--- src/rtl/chimp_pkg.sv ---
// Shared types and constants for the chimp-test click judge.
package chimp_pkg;

    localparam int unsigned GRID_DIM         = 8;
    localparam int unsigned COORD_W          = 3;
    localparam int unsigned DEF_MAX_TILES    = 16;
    localparam int unsigned DEF_IDX_W        = 4;
    localparam int unsigned DEF_STRIKE_LIMIT = 3;
    localparam int unsigned STRIKE_W         = 2;

    // Round controller states.
    typedef enum logic [2:0] {
        IDLE,
        LOAD,
        ARMED,
        DONE,
        GAMEOVER
    } state_e;

    // Grid position of one tile: column then row.
    typedef struct packed {
        logic [COORD_W-1:0] x;
        logic [COORD_W-1:0] y;
    } tile_pos_t;

endpackage

--- src/rtl/chimp_tile_match.sv ---
// Finds the lowest-index live tile sitting on the clicked grid box.
module chimp_tile_match
    import chimp_pkg::*;
#(
    parameter int unsigned MAX_TILES = DEF_MAX_TILES,
    parameter int unsigned IDX_W     = DEF_IDX_W
) (
    input  tile_pos_t            box,
    input  tile_pos_t            tiles [MAX_TILES],
    input  logic [MAX_TILES-1:0] alive,
    output logic                 hit,
    output logic [IDX_W-1:0]     hit_idx
);

    logic [MAX_TILES-1:0] match_c;

    // Per-slot compare; cleared tiles never match.
    always_comb begin
        match_c = '0;
        for (int i = 0; i < int'(MAX_TILES); i++) begin
            match_c[i] = alive[i] && (tiles[i] == box);
        end
    end

    // Priority encode with the lowest index winning.
    always_comb begin
        hit     = |match_c;
        hit_idx = '0;
        for (int i = int'(MAX_TILES) - 1; i >= 0; i--) begin
            if (match_c[i]) begin
                hit_idx = IDX_W'(i);
            end
        end
    end

endmodule

--- src/rtl/chimp_click_judge.sv ---
// Chimp-test round controller: loads a tile layout, judges clicks in order,
// and reports tile clears, round pass/fail and strike/game-over status.
module chimp_click_judge
    import chimp_pkg::*;
#(
    parameter int unsigned MAX_TILES    = DEF_MAX_TILES,
    parameter int unsigned IDX_W        = DEF_IDX_W,
    parameter int unsigned STRIKE_LIMIT = DEF_STRIKE_LIMIT
) (
    input  logic                 clk,
    input  logic                 iReset,
    input  logic                 iStart,
    input  logic [IDX_W:0]       iCount,
    input  logic                 iLoadValid,
    input  logic [COORD_W-1:0]   iLoadX,
    input  logic [COORD_W-1:0]   iLoadY,
    output logic                 oLoadReady,
    input  logic                 iClick,
    input  logic [COORD_W-1:0]   iBoxX,
    input  logic [COORD_W-1:0]   iBoxY,
    input  logic                 iInGrid,
    output logic [IDX_W-1:0]     oNextIdx,
    output logic [MAX_TILES-1:0] oAlive,
    output logic                 oHidden,
    output logic                 oPass,
    output logic                 oFail,
    output logic [STRIKE_W-1:0]  oStrikes,
    output logic                 oGameOver
);

    localparam int unsigned CNT_W = IDX_W + 1;

    state_e                state_q, state_d;
    logic [CNT_W-1:0]      count_q, count_d;
    logic [CNT_W-1:0]      load_idx_q, load_idx_d;
    tile_pos_t             tiles_q [MAX_TILES];
    tile_pos_t             tiles_d [MAX_TILES];
    logic [MAX_TILES-1:0]  alive_q, alive_d;
    logic [IDX_W-1:0]      next_idx_q, next_idx_d;
    logic                  hidden_q, hidden_d;
    logic                  pass_q, pass_d;
    logic                  fail_q, fail_d;
    logic [STRIKE_W-1:0]   strikes_q, strikes_d;
    logic                  game_over_q, game_over_d;
    logic                  load_ready_q, load_ready_d;
    logic                  click_d_q, click_d_d;

    logic                  start_ok_c;
    logic                  open_round_c;
    logic [CNT_W-1:0]      count_clamp_c;
    tile_pos_t             box_c;
    logic                  hit_c;
    logic [IDX_W-1:0]      hit_idx_c;

    // Box indices arrive one cycle after the press, so the pulse is delayed to line up.
    assign click_d_d     = iClick;
    assign start_ok_c    = iStart && (iCount != '0);
    assign count_clamp_c = (iCount > CNT_W'(MAX_TILES)) ? CNT_W'(MAX_TILES) : iCount;
    assign box_c         = tile_pos_t'{x: iBoxX, y: iBoxY};

    chimp_tile_match #(
        .MAX_TILES (MAX_TILES),
        .IDX_W     (IDX_W)
    ) u_match (
        .box     (box_c),
        .tiles   (tiles_q),
        .alive   (alive_q),
        .hit     (hit_c),
        .hit_idx (hit_idx_c)
    );

    // Next-state and output logic for the round controller.
    always_comb begin
        state_d      = state_q;
        count_d      = count_q;
        load_idx_d   = load_idx_q;
        tiles_d      = tiles_q;
        alive_d      = alive_q;
        next_idx_d   = next_idx_q;
        hidden_d     = hidden_q;
        pass_d       = 1'b0;
        fail_d       = 1'b0;
        strikes_d    = strikes_q;
        game_over_d  = game_over_q;
        open_round_c = 1'b0;

        case (state_q)
            IDLE, DONE: begin
                open_round_c = start_ok_c;
            end

            LOAD: begin
                if (iLoadValid) begin
                    tiles_d[load_idx_q[IDX_W-1:0]] = tile_pos_t'{x: iLoadX, y: iLoadY};
                    alive_d[load_idx_q[IDX_W-1:0]] = 1'b1;
                    load_idx_d                     = load_idx_q + CNT_W'(1);
                    if (load_idx_d == count_q) begin
                        state_d = ARMED;
                    end
                end
            end

            ARMED: begin
                // A restart overrides any click judged in the same cycle.
                if (start_ok_c) begin
                    open_round_c = 1'b1;
                end else if (click_d_q && iInGrid && hit_c) begin
                    if (hit_idx_c == next_idx_q) begin
                        alive_d[hit_idx_c] = 1'b0;
                        next_idx_d         = next_idx_q + IDX_W'(1);
                        hidden_d           = 1'b1;
                        if ((CNT_W'(next_idx_q) + CNT_W'(1)) == count_q) begin
                            pass_d  = 1'b1;
                            state_d = DONE;
                        end
                    end else begin
                        fail_d  = 1'b1;
                        alive_d = '0;
                        if (strikes_q != '1) begin
                            strikes_d = strikes_q + STRIKE_W'(1);
                        end
                        if (strikes_d == STRIKE_W'(STRIKE_LIMIT)) begin
                            game_over_d = 1'b1;
                            state_d     = GAMEOVER;
                        end else begin
                            state_d = DONE;
                        end
                    end
                end
            end

            GAMEOVER: begin
                if (start_ok_c) begin
                    strikes_d    = '0;
                    game_over_d  = 1'b0;
                    open_round_c = 1'b1;
                end
            end

            default: begin
                state_d = IDLE;
            end
        endcase

        // Common round opening: fresh board, layout load begins.
        if (open_round_c) begin
            count_d    = count_clamp_c;
            load_idx_d = '0;
            alive_d    = '0;
            next_idx_d = '0;
            hidden_d   = 1'b0;
            state_d    = LOAD;
        end

        load_ready_d = (state_d == LOAD);
    end

    // Control and status registers with synchronous active-low reset.
    always_ff @(posedge clk) begin
        if (!iReset) begin
            state_q      <= IDLE;
            count_q      <= '0;
            load_idx_q   <= '0;
            alive_q      <= '0;
            next_idx_q   <= '0;
            hidden_q     <= 1'b0;
            pass_q       <= 1'b0;
            fail_q       <= 1'b0;
            strikes_q    <= '0;
            game_over_q  <= 1'b0;
            load_ready_q <= 1'b0;
            click_d_q    <= 1'b0;
        end else begin
            state_q      <= state_d;
            count_q      <= count_d;
            load_idx_q   <= load_idx_d;
            alive_q      <= alive_d;
            next_idx_q   <= next_idx_d;
            hidden_q     <= hidden_d;
            pass_q       <= pass_d;
            fail_q       <= fail_d;
            strikes_q    <= strikes_d;
            game_over_q  <= game_over_d;
            load_ready_q <= load_ready_d;
            click_d_q    <= click_d_d;
        end
    end

    // Tile layout storage; contents are only meaningful where alive is set.
    always_ff @(posedge clk) begin
        tiles_q <= tiles_d;
    end

    assign oLoadReady = load_ready_q;
    assign oNextIdx   = next_idx_q;
    assign oAlive     = alive_q;
    assign oHidden    = hidden_q;
    assign oPass      = pass_q;
    assign oFail      = fail_q;
    assign oStrikes   = strikes_q;
    assign oGameOver  = game_over_q;

endmodule

--- config.mk ---
export PLATFORM = sky130hd
export DESIGN_NAME = chimp_click_judge
export DESIGN_NICKNAME = d
export VERILOG_FILES = /design/src/rtl/chimp_pkg.sv /design/src/rtl/chimp_tile_match.sv /design/src/rtl/chimp_click_judge.sv
export SDC_FILE = /design/constraint.sdc
export NUM_CORES = 1
export LEC_CHECK = 0
export BUFFER_PORTS_ARGS = -buffer_cell sky130_fd_sc_hd__buf_2
export CORE_UTILIZATION = 49
export CTS_BUF_LIST = sky130_fd_sc_hd__clkbuf_8
export DETAILED_ROUTE_END_ITERATION = 10
export PLACE_DENSITY = 0.64
export SETUP_SLACK_MARGIN = 0.5
export SLEW_MARGIN = 20
export SYNTH_ARGS = -nofsm -noshare
export SYNTH_HDL_FRONTEND = slang
export SYNTH_SLANG_ARGS = --single-unit
--- constraint.sdc ---
create_clock -name clk -period 3.4 [get_ports clk]
set_clock_uncertainty 0.1 [all_clocks]
set_input_delay 0.17 -clock clk [delete_from_list [all_inputs] [get_ports clk]]
set_output_delay 0.17 -clock clk [all_outputs]
set_load 0.02 [all_outputs]
## Word level (Yosys, flattened, before mapping)

Cells that the tools add are included.

| storage, ports and cells | value |
|---|---|
| flip-flop bits (word level) | 137 |
| latch bits | 0 |
| RAM bits | 0 |
| bits in read-only memories | 0 |
| input port bits | 23 |
| output and inout bits | 27 |
| word-level logic and storage cells | 192 |
| memories kept | 0 |

| cells by class | value |
|---|---|
| add/subtract/negate cells | 4 |
| $mul | 0 |
| divide/modulo/power cells | 0 |
| magnitude comparators | 7 |
| equality and inequality tests | 32 |
| shift operators | 0 |
| mux-type cells | 58 |
| bitwise gates (word level) | 9 |
| reductions and logical operators | 38 |

Operators by type and width:

| cell | count |
|---|---|
| bitwise mux 96 bit | 1 |
| equality test 6 bit | 16 |
| 2-to-1 mux 16 bit | 4 |
| 2-to-1 mux 4 bit | 16 |
| case mux 16 bit (2 select lines) | 1 |
| demux 6 bit (select 4 bit) | 1 |
| 2-to-1 mux 3 bit | 8 |
| logical AND 1 bit | 22 |
| 2-to-1 mux 2 bit | 9 |
| bitwise AND 16 bit | 1 |
| inverter 16 bit | 1 |
| OR 16 bit | 1 |
| OR reduction 16 bit | 1 |
| != test 2 bit, second input constant | 7 |
| equality test 5 bit | 2 |
| less-than comparator 4 x 5 -> 1 bit, second input constant | 2 |
| 2-to-1 mux 1 bit | 10 |
| case mux 3 bit (3 select lines) | 1 |
| demux 1 bit (select 4 bit) | 2 |
| greater-or-equal comparator 4 x 1 -> 1 bit, second input constant | 2 |
| AND reduction 4 bit | 2 |
| equality test 3 x 1 -> 1 bit, second input constant | 2 |
| equality test 3 x 2 -> 1 bit, second input constant | 2 |
| 2-to-1 mux 6 bit | 1 |
| 25 further kinds | 33 |

## Depth between registers and ports, before layout

Gate-level depths: netlist of run 1.

| depth | value |
|---|---|
| depth after elaboration | 31 |
| mapped depth | 13 |
| mapped depth without buffers | 11 |

## By module

A second synthesis of run 1 with hierarchy kept.

| unflattened totals | value |
|---|---|
| cells, all modules | 564 |
| area total of the unflattened synthesis | 6,565.0 um^2 |

Modules (own cells, without submodules):

| module | instances | cells an instance | area each (um^2) | seq. area each (um^2) |
|---|---|---|---|---|
| chimp_click_judge | 1 | 389 | 5,124.9 | 3,703.6 |
| chimp_tile_match | 1 | 175 | 1,440.1 | 0.0 |

## Worst setup path before layout of run 1

OpenSTA, ideal clock, no wires.

| timing | value |
|---|---|
| kind | input -> register |
| start point | in iBoxY[0] |
| end point | reg state_q[1] |
| library setup time | 0.129 ns |
| data arrival time | 2.455 ns |
| required time | 3.171 ns |
| setup slack | 0.716 ns |
| stages | 12 |
| path buffers | 3 |
| cell sequence | buf_4 buf_6 xor2_1 nor4_2 a211oi_1 o311ai_1 a31oi_1 xnor2_2 nor3_4 buf_4 nor4b_1 nor4_2 |

| on the way | value |
|---|---|
| cells in the longest elaborated chain, start to end | 24 |
| elaborated cells on any way between the ends | 56 |
| those cells by class | eq/ne: 17; mux: 21; reduce/logical: 18 |

RTL lines:

| element | line | RTL |
|---|---|---|
| from (decl) | chimp_click_judge.sv:20 | `input logic [COORD_W-1:0] iBoxY,` |
| equality test 6 bit | chimp_tile_match.sv:21 | `match_c[i] = alive[i] && (tiles[i] == box);` |
| logical AND 1 bit | chimp_tile_match.sv:21 |  |
| 2-to-1 mux 4 bit (16 in series) | chimp_tile_match.sv:30 | `if (match_c[i]) begin` |
| equality test 4 bit | chimp_click_judge.sv:108 | `if (hit_idx_c == next_idx_q) begin` |
| 2-to-1 mux 3 bit | chimp_click_judge.sv:108 |  |
| 2-to-1 mux 3 bit * | chimp_click_judge.sv:107 | `end else if (click_d_q && iInGrid && hit_c) begin` |
| 2-to-1 mux 3 bit * | chimp_click_judge.sv:105 | `if (start_ok_c) begin` |
| case mux 3 bit (3 select lines) * | chimp_click_judge.sv:87 | `case (state_q)` |
| 2-to-1 mux 3 bit * | chimp_click_judge.sv:146 | `if (open_round_c) begin` |
| to (signal assigned) | chimp_click_judge.sv:174 | `state_q <= state_d;` |
| to (decl) | chimp_click_judge.sv:33 | `state_e state_q, state_d;` |

Every way passes the cells marked *; elsewhere a longest branch is shown, timed or not.
A chain may end at the register's enable or synchronous reset.

## Worst setup path after layout of run 1

| timing | value |
|---|---|
| start point | reg tiles_q[8] (netlist name) |
| end point | reg state_q[0] |

| on the way | value |
|---|---|
| cells in the longest elaborated chain, start to end | 23 |
| elaborated cells on any way between the ends | 25 |
| those cells by class | eq/ne: 2; mux: 20; reduce/logical: 3 |

RTL lines:

| element | line | RTL |
|---|---|---|
| from (decl) | chimp_click_judge.sv:36 | `tile_pos_t tiles_q [MAX_TILES];` |
| from (signal assigned) | chimp_click_judge.sv:191 | `tiles_q <= tiles_d;` |
| equality test 6 bit * | chimp_tile_match.sv:21 |  |
| logical AND 1 bit * | chimp_tile_match.sv:21 |  |
| 2-to-1 mux 4 bit (15 in series) | chimp_tile_match.sv:30 |  |
| equality test 4 bit | chimp_click_judge.sv:108 |  |
| 2-to-1 mux 3 bit | chimp_click_judge.sv:108 |  |
| 2-to-1 mux 3 bit * | chimp_click_judge.sv:107 |  |
| 2-to-1 mux 3 bit * | chimp_click_judge.sv:105 |  |
| case mux 3 bit (3 select lines) * | chimp_click_judge.sv:87 |  |
| 2-to-1 mux 3 bit * | chimp_click_judge.sv:146 |  |

Marks and branches as above.

==> results of run 1 <==
area by class of cell:
class | instances | area [sq um] | share of cell area
clock buffers | 17 | 234.0 | 0.02967
clock inverters | 15 | 173.9 | 0.02205
inverters | 9 | 33.78 | 0.004284
multi-input cells | 369 | 2912 | 0.3692
flip-flops and latches | 137 | 3704 | 0.4696
well taps | 172 | 215.2 | 0.02729
repair buffers | 89 | 614.3 | 0.07790
flip-flops by register name, indices dropped and copies added, names as in the netlist, 2 cells and up:
register,count
count_q,5
load_idx_q,5
oAlive,16
oNextIdx,4
oStrikes,2
state_q,3
tiles_q,96
power breakdown:
group	switching [mW]	internal, mW	leakage [nW]	total [mW]
clock network	0.655	0.723	0.197	1.38
logic	0.143	0.0869	1.32	0.230
registers	0.00939	1.79	1.20	1.80
total	0.807	2.60	2.72	3.41
metrics by stage:
| stage | cell area (sq um) | utilization |
|---|---|---|
| 6_report | 7886 | 0.6125 |
| 5_1_grt | 7886 | 0.6125 |
| 4_1_cts | 7709 | 0.5987 |
| 3_5_place_dp | 7081 | 0.5499 |
| 3_3_place_gp | 7081 | 0.5499 |
| 2_1_floorplan | 6588 | - |
cell usage after synthesis (all sizes together) (6+ instances only):
| master | number |
|---|---|
| buf | 15 |
| a211oi | 17 |
| and2 | 11 |
| nand2 | 29 |
| a31oi | 17 |
| xor2 | 54 |
| a21oi | 13 |
| nand4 | 17 |
| nor2b | 12 |
| nor4 | 20 |
| edfxtp | 96 |
| xnor2 | 59 |
| nand3 | 8 |
| nor3b | 6 |
| clkbuf | 10 |
| or4 | 6 |
| nor3 | 10 |
| nor2 | 37 |
| inv | 9 |
| o21ai | 11 |
| dfxtp | 41 |
worst paths after layout:
| check | from | end | slack, ns | cells past startpoint |
|---|---|---|---|---|
| max | tiles_q[8] | state_q[0] | 0.35 | 11 |
| min | iCount[3] | count_q[3] | 0.04 | 4 |
| max reg2reg | tiles_q[8] | state_q[0] | 0.35 | 11 |
| min reg2reg | oGameOver | oGameOver | 0.38 | 2 |
placed cells by master (no fill, tap or decap), types with 5 or more instances in the layout:
cell type,instances
inv_1,9
a31oi_1,15
xor2_1,54
nand4_1,17
buf_6,5
dfxtp_1,41
nand2_1,28
o21ai_0,7
dlygate4sd3_1,5
nor2b_1,12
nor3b_1,6
nor4_2,8
buf_4,27
and2_1,11
xnor2_1,57
nand3_1,7
nor4_4,8
a211oi_2,15
ha_1,5
buf_2,49
nand2b_1,5
nor2_1,36
clkbuf_8,17
edfxtp_1,96
a21oi_1,11
nor3_1,7
layer usage:
layer  vias to the layer above  part of all wire
met5                         -                 0
met4                         0             0.019
met3                        29             0.052
met2                       163              0.48
met1                      2254              0.45
li1                       2127                 -
worst max-delay path, delay by kind of cell (launching register included):
family	cells	cell delay (ns)
simple gates	5	1.32
compound gates	3	0.68
flops	1	0.41
xor+xnor	2	0.33
buf+inv	1	0.15
cells by family (layout without fill, tap and decap cells):
group                      Yosys count  after routing
AOI/OAI and AO/OA                   75             75
xor gates and xnor gates           113            113
adders and majority gates            5              5
buffers and inverters               34            130
DFF                                137            137
muxes                                3              3
and+or+nand+nor                    173            173
what timing repair did:
action                                 in CTS  in global routing
hold buffers                                5                  0
endpoints found under the hold margin       6                  0
gates cloned                                0                  1
pin swaps                                   3                  8
setup endpoints to repair                  29                 29
buffers inserted                            3                  6
resized for setup                          22                 28
==> flow_summary.json, run 1 <==
{
  "clkSinkCount": 137,
  "outcome": "finished, final reports clean",
  "start_util": 0.5116,
  "fin_crit_ns": 3.051,
  "cellLeakagePower_nw": 2.715,
  "finalCritPeriodShare": 0.8973,
  "use_met2": 0.3886,
  "ir_worst_vdd_mv": 0.2880,
  "pre_cts_ws_ns": 0.03845,
  "final_nets": 651,
  "cts_tree": "yes",
  "final_cells": 808,
  "io_pins": 50,
  "relSlewSlack": 0.3569,
  "rows": 41,
  "syn_area_per_cell_sq_um": 12.20,
  "antenna_found_initial": 0,
  "setup_viol": 0,
  "synth.net_count": 568,
  "slowest_delay_ns": 0.49,
  "clk_path_buf_depth": 2,
  "synthesis.area_sq_um": 6588,
  "viasPerCell": 5.660,
  "hpwl_mm": 11.31,
  "placedCellCount": 761,
  "synth_cell_type_count": 54,
  "dominantRegCellSynth": "edfxtp_1",
  "synth_warnings": 0,
  "synthTopCellsByArea": "edfxtp_1, dfxtp_1, xnor2_1, xor2_1, nor2_1",
  "port_buffers": 49,
  "synth_compound_area_frac": 0.08205,
  "routabilityCongestion": 0.8531,
  "via_count": 4573,
  "grt-ovfl-total": 0,
  "die_x_um": 118.0,
  "synth-xor-area-share": 0.1525,
  "crit_type": "reg2reg",
  "synth-seq-cells": 137,
  "cts_root_buf": "clkbuf_8",
  "synth.largest_area_cell": "edfxtp_1",
  "max_freq_mhz": 327.8,
  "worst_pin_slew_ns": 0.9573,
  "synth_fa_ha_area_frac": 0.009497,
  "async_flop_share": 0,
  "core_area_sq_um": 12880,
  "grt_use_total": 0.2476,
  "power_density_nw_per_um2": 432.1,
  "layout-drive-gt1-share": 0.2720,
  "drt-initial-drc-count": 336,
  "met3_usage": 0.05620,
  "die_area_sq_um": 13910,
  "first_pass_iters": 7,
  "power_mw": 3.408,
  "grt_pass1_vias": 4486,
  "finalHoldViolCount": 0,
  "worstPathArrival_ns": 3.34,
  "yosys.area_share.simple": 0.1548,
  "muxShareOfSynthArea": 0.004558,
  "clk_pin_slew_ns": 0.08,
  "rsz0062_at_grt": "true",
  "drc": 0,
  "cp-start-kind": "flop",
  "ant_nets": 0,
  "numCtsBuffers": 17,
  "antennaDiodeCount": 0,
  "h-tree-depth": 4,
  "hold_ws_ns": 0.04286,
  "drv_slew": 0,
  "crit_chain": "xnor2_1 > nand4_1 > or4_4 > a211oi_4 > o311ai_4 > a31oi_4 > xnor2_4 > nor3_4 > buf_4 > or4b_1 > nand3_1",
  "netlist_instances": 540,
  "tns_ns": 0,
  "area_delta_synth_final_pct": 19.72,
  "busiest_layer": "met2",
  "insertion_delay_ns": 0.45,
  "critPathSlowestCell": "or4b_1",
  "synth_top_family_by_area": "simple AND/OR/NAND/NOR gates",
  "synth_top_area_frac": 0.4376,
  "setup_ws_ns": 0.3493,
  "wirelength_mm": 16.47,
  "end_kind": "flop",
  "grt_pass1_wl_mm": 25.39,
  "drv_cap": 0,
  "wire_per_inst_um": 20.39,
  "synth_edf_count": 96,
  "die_h_um": 118.0,
  "n_fill_cell": 1005,
  "yosysSeqAreaShare": 0.5622,
  "met1_usage": 0.3340,
  "cp_max_fo": 5,
  "hold_path.class": "in2reg",
  "grt_max_degree": 17,
  "cp.required_ns": 3.69
}
Power figures use the tool's default switching activity.
==> inputs of run 2 (changes only) <==
--- a/config.mk
+++ b/config.mk
@@ -9,7 +9,8 @@
 export CORE_UTILIZATION = 49
 export CTS_BUF_LIST = sky130_fd_sc_hd__clkbuf_8
 export DETAILED_ROUTE_END_ITERATION = 10
-export PLACE_DENSITY = 0.64
+export GPL_TIMING_DRIVEN = 0
+export PLACE_DENSITY = 0.71
 export SETUP_SLACK_MARGIN = 0.5
 export SLEW_MARGIN = 20
 export SYNTH_ARGS = -nofsm -noshare
==> run 2 against run 1 <==
Effect of this change:
- count of clock-buffer cells in the layout unchanged
- power down 3.6%
- cell area down 1.2%
- sequential cell count unchanged
- global-route usage down 0.38 points
- hold slack worse by 0.015 ns
- highest routed layer unchanged
- maximum frequency up 2.9%
- register-to-register slack better by 0.09 ns
- combinational power about the same
==> flow_summary.json, run 2 (synthesis results as in run 1) <==
{
  "n_fill_cell": 1003,
  "relSlewSlack": 0.4250,
  "drc": 0,
  "core_area_sq_um": 12880,
  "clkSinkCount": 137,
  "h-tree-depth": 4,
  "power_density_nw_per_um2": 421.9,
  "cts_tree": "yes",
  "die_h_um": 118.0,
  "critPathBufInv": 1,
  "largest_register_ffs": 96,
  "grt_use_total": 0.2439,
  "regMostFlops": "tiles_q",
  "grt_pass1_vias": 4538,
  "fin_crit_ns": 2.965,
  "slowest_delay_ns": 0.44,
  "layout_commonest_cell": "edfxtp_1",
  "rows": 41,
  "multiInputGateArea_sq_um": 2940,
  "cellLeakagePower_nw": 2.657,
  "worstPathArrival_ns": 3.22,
  "drv_cap": 0,
  "io_pins": 50,
  "start_util": 0.5116,
  "end_kind": "flop",
  "max_freq_mhz": 337.2,
  "grt_max_degree": 17,
  "setup_viol": 0,
  "drv_slew": 0,
  "grt_pass1_wl_mm": 25.14,
  "routabilityCongestion": 0.9413,
  "clk_pin_slew_ns": 0.07,
  "insertion_delay_ns": 0.45,
  "cts_root_buf": "clkbuf_8",
  "final_nets": 644,
  "grt-ovfl-total": 0,
  "hpwl_mm": 10.84,
  "outcome": "finished, final reports clean",
  "drt-initial-drc-count": 421,
  "cp-start-kind": "flop",
  "first_pass_iters": 5,
  "clk_path_buf_depth": 2,
  "numCtsBuffers": 17,
  "die_x_um": 118.0,
  "worst_pin_slew_ns": 0.8607,
  "hold_path.class": "in2reg",
  "antenna_found_initial": 0,
  "wirelength_mm": 16.01,
  "finalHoldViolCount": 0,
  "crit_type": "reg2reg",
  "crit_family": "compound AO/OA/AOI/OAI gates",
  "port_buffers": 43,
  "hold_ws_ns": 0.02765,
  "regArea_sq_um": 3704,
  "ir_worst_vdd_mv": 0.1817,
  "antennaDiodeCount": 0,
  "final_cell_mix": "edfxtp_1, xnor2_1, xor2_1",
  "tns_ns": 0,
  "cp.required_ns": 3.66,
  "viasPerCell": 5.724,
  "crit_chain": "xnor2_1 > nand4_1 > nor4_4 > a211oi_2 > o311ai_2 > a31oi_2 > xnor2_2 > nor3_4 > o21ai_4 > buf_6 > a211oi_1",
  "finalCritPeriodShare": 0.8721,
  "rsz0062_at_grt": "true",
  "layout-drive-gt1-share": 0.2500,
  "via_count": 4579,
  "wire_per_inst_um": 20.01,
  "die_area_sq_um": 13910,
  "ant_nets": 0,
  "area_delta_synth_final_pct": 18.23,
  "cp_max_fo": 6,
  "critPathSlowestCell": "o311ai_2"
}
==> run 2: worst paths after layout <==
kind	endpoint	from	slack (ns)	depth (start not counted)
worst max-delay path	oAlive[6]	tiles_q[28]	0.43	11
worst min-delay path	count_q[1]	iCount[4]	0.03	4
worst max register to register	oAlive[6]	tiles_q[28]	0.43	11
worst min register to register	oGameOver	oGameOver	0.36	2
==> run 2: per-layer routing <==
metal  vias to the layer above  part of all wire  track usage
met5                         -                 0            0
met4                         0             0.023      0.08494
met3                        36             0.054      0.06008
met2                       178              0.50       0.4096
met1                      2251              0.42       0.3053
li1                       2114                 -            -
==> run 2: power breakdown <==
group          total [mW]  switching, mW  internal (mW)  leakage (nW)
Sequential           1.80        0.00907           1.79          1.20
Clock                1.25          0.619          0.635         0.172
Combinational       0.232          0.146         0.0862          1.29
==> run 2: repair_timing <==
item / 4_1_cts / 5_1_grt
setup endpoints to repair: 29 / 54
pin swaps: 7 / 19
hold endpoints to repair: 2 / 0
gates resized for setup: 25 / 27
gates cloned: 0 / 1
setup buffers: 4 / 6
hold buffers: 3 / 0
==> run 2: area by class of cell <==
cell class | count | area share
timing repair buffer | 57 | 0.04257
sequential | 137 | 0.4755
clock inverter | 14 | 0.01703
tap | 172 | 0.02763
buffer | 25 | 0.02538
clock buffer | 17 | 0.03004
multi-input combinational | 369 | 0.3775
inverter | 9 | 0.004337
==> run 2: worst min-delay path, stage by stage <==
cell     delay [ns]
buf_2          0.13
nor3b_1        0.06
a21oi_1        0.11
nor2b_1        0.05
==> run 2: per-stage QoR <==
stage | cell area (sq um) | utilization | total power, mW | worst slack (ns) | cells
2_1_floorplan | 6588 | - | 1.976 | 0.7158 | 540
3_3_place_gp | 7018 | 0.5450 | 2.043 | 0.1362 | 755
3_5_place_dp | 7018 | 0.5450 | 2.049 | 0.04640 | 755
4_1_cts | 7609 | 0.5909 | 3.285 | 0.4699 | 793
5_1_grt | 7789 | 0.6049 | 3.386 | 0.3119 | 800
6_report | 7789 | 0.6049 | 3.286 | 0.4348 | 800
==> inputs of run 3 (changes only) <==
--- a/config.mk
+++ b/config.mk
@@ -6,12 +6,13 @@
 export NUM_CORES = 1
 export LEC_CHECK = 0
 export BUFFER_PORTS_ARGS = -buffer_cell sky130_fd_sc_hd__buf_2
-export CORE_UTILIZATION = 49
+export CORE_UTILIZATION = 60
 export CTS_BUF_LIST = sky130_fd_sc_hd__clkbuf_8
 export DETAILED_ROUTE_END_ITERATION = 10
 export GPL_TIMING_DRIVEN = 0
-export PLACE_DENSITY = 0.71
+export PLACE_DENSITY = 0.84
 export SETUP_SLACK_MARGIN = 0.5
+export SKIP_CTS_REPAIR_TIMING = 1
 export SLEW_MARGIN = 20
 export SYNTH_ARGS = -nofsm -noshare
 export SYNTH_HDL_FRONTEND = slang
==> run 3 against run 2 <==
Effect of this change:
- critical path depth stayed put
- clock power is 22% higher
- global-route usage is 4.6 points higher
- hold slack worse by 0.017 ns
- combinational power hardly changed
- sequential power hardly changed
- first-iteration DRC count is 62% higher
- cell area is 1.0% higher
==> flow_summary.json, run 3 (synthesis results as in run 1) <==
{
  "outcome": "finished, final reports clean",
  "numCtsBuffers": 17,
  "relSlewSlack": 0.4068,
  "antenna_found_initial": 0,
  "hold_ws_ns": 0.01056,
  "rows": 37,
  "cts_tree": "yes",
  "met1_length_mm": 6.264,
  "hpwl_mm": 10.72,
  "wire_per_inst_um": 22.32,
  "ir_worst_vdd_mv": 0.3316,
  "power_density_nw_per_um2": 451.5,
  "rsz0062_at_grt": "true",
  "insertion_delay_ns": 0.45,
  "finalHoldViolCount": 0,
  "setup_viol": 0,
  "core_area_sq_um": 10460,
  "first_pass_iters": 7,
  "final_cell_mix": "edfxtp_1, xnor2_1, xor2_1",
  "cp-start-kind": "flop",
  "io_pins": 50,
  "die_area_sq_um": 11400,
  "grt_pass1_wl_mm": 24.14,
  "pre_cts_ws_ns": 0.04095,
  "grt_use_total": 0.2900,
  "stdcell_area_sq_um": 7866,
  "start_util": 0.6296,
  "die_x_um": 106.8,
  "h-tree-depth": 4,
  "layout_commonest_cell": "edfxtp_1",
  "largest_register_ffs": 96,
  "drv_cap": 0,
  "route.met2.wl_mm": 8.325,
  "highest_layer": "met4",
  "grt-ovfl-total": 0,
  "placed_cell_area_sq_um": 6973,
  "port_buffers": 43,
  "crit_type": "reg2reg",
  "grt_pass1_vias": 4499,
  "drt-initial-drc-count": 680,
  "fin_crit_ns": 3.191,
  "ant_nets": 0,
  "worst_pin_slew_ns": 0.8879,
  "wl_met3_mm": 1.698,
  "area_delta_synth_final_pct": 19.41,
  "grt_max_degree": 17,
  "die_h_um": 106.8,
  "routabilityCongestion": 0.9395,
  "clk_path_buf_depth": 2,
  "setup_ws_ns": 0.2095,
  "wirelength_mm": 17.10,
  "viasPerCell": 6.364,
  "hold_path.class": "in2reg",
  "clkSinkCount": 137,
  "antennaDiodeCount": 0,
  "cp.required_ns": 3.66,
  "end_kind": "flop",
  "cellLeakagePower_nw": 2.726,
  "via_count": 4875,
  "cp_max_fo": 6,
  "worstPathArrival_ns": 3.45,
  "reg2reg_depth": 11,
  "regMostFlops": "tiles_q",
  "max_freq_mhz": 313.4,
  "min_path_cells": 4,
  "drv_slew": 0,
  "final_nets": 645,
  "clk_pin_slew_ns": 0.08,
  "drc": 0,
  "finalCritPeriodShare": 0.9384,
  "cts_root_buf": "clkbuf_8",
  "utilization": 0.7519,
  "layout-drive-gt1-share": 0.2619
}
## run 3: changes by cell type in the layout (fill, tap and decap cells not counted), moves of 2 or more
cell,delta
clkinvlp_4,-4
clkinv_1,-3
clkinv_2,-3
clkinv_4,+3
inv_6,+3
buf_6,+2
bufinv_16,+2
inv_8,+2
nor4_4,-2
## run 3: per-layer routing
| metal | track usage | up-vias |
|---|---|---|
| li1 | - | 2118 |
| met1 | 0.3824 | 2329 |
| met2 | 0.4691 | 328 |
| met3 | 0.05593 | 100 |
| met4 | 0.1252 | 0 |
| met5 | 0 | - |
## run 3: cell type report
cell class	instances	area (sq um)
Buffer	25	200.2
Clock buffer	17	234.0
Clock inverter	15	215.2
Fill cell	631	2596
Inverter	9	33.78
Multi-Input combinational cell	369	2965
Sequential cell	137	3704
Tap cell	136	170.2
Timing Repair Buffer	58	344.1
## run 3: worst paths after layout
check | from | end | slack, ns
worst max-delay path | tiles_q[52] | oAlive[9] | 0.21
worst min-delay path | iCount[4] | count_q[3] | 0.01
worst max register to register | tiles_q[52] | oAlive[9] | 0.21
worst min register to register | oGameOver | oGameOver | 0.34
## run 3: through the flow
stage / instances / TNS [ns] / total power [mW]
global placement: 719 / 0 / 2.037
global route: 766 / 0 / 3.619
finish: 766 / 0 / 3.552
detailed placement: 719 / 0 / 2.045
floorplan: 540 / 0 / 1.976
CTS: 751 / -0.05889 / 3.508
## run 3: worst max-delay path, cell delays in order, from the launching register on
cell and delay (ns):
edfxtp_1 0.44, xnor2_1 0.24, nand4_1 0.18, nor4_4 0.40, nor4_1 0.15, a211oi_2 0.44
o31ai_4 0.15, xnor2_2 0.20, nor3_4 0.30, o21ai_4 0.14, buf_6 0.18, a211oi_2 0.20
## run 3: power breakdown
part | internal (mW) | switching, mW | leakage [nW]
registers | 1.79 | 0.00929 | 1.20
clock network | 0.819 | 0.699 | 0.227
logic | 0.0875 | 0.148 | 1.30
total | 2.70 | 0.855 | 2.73
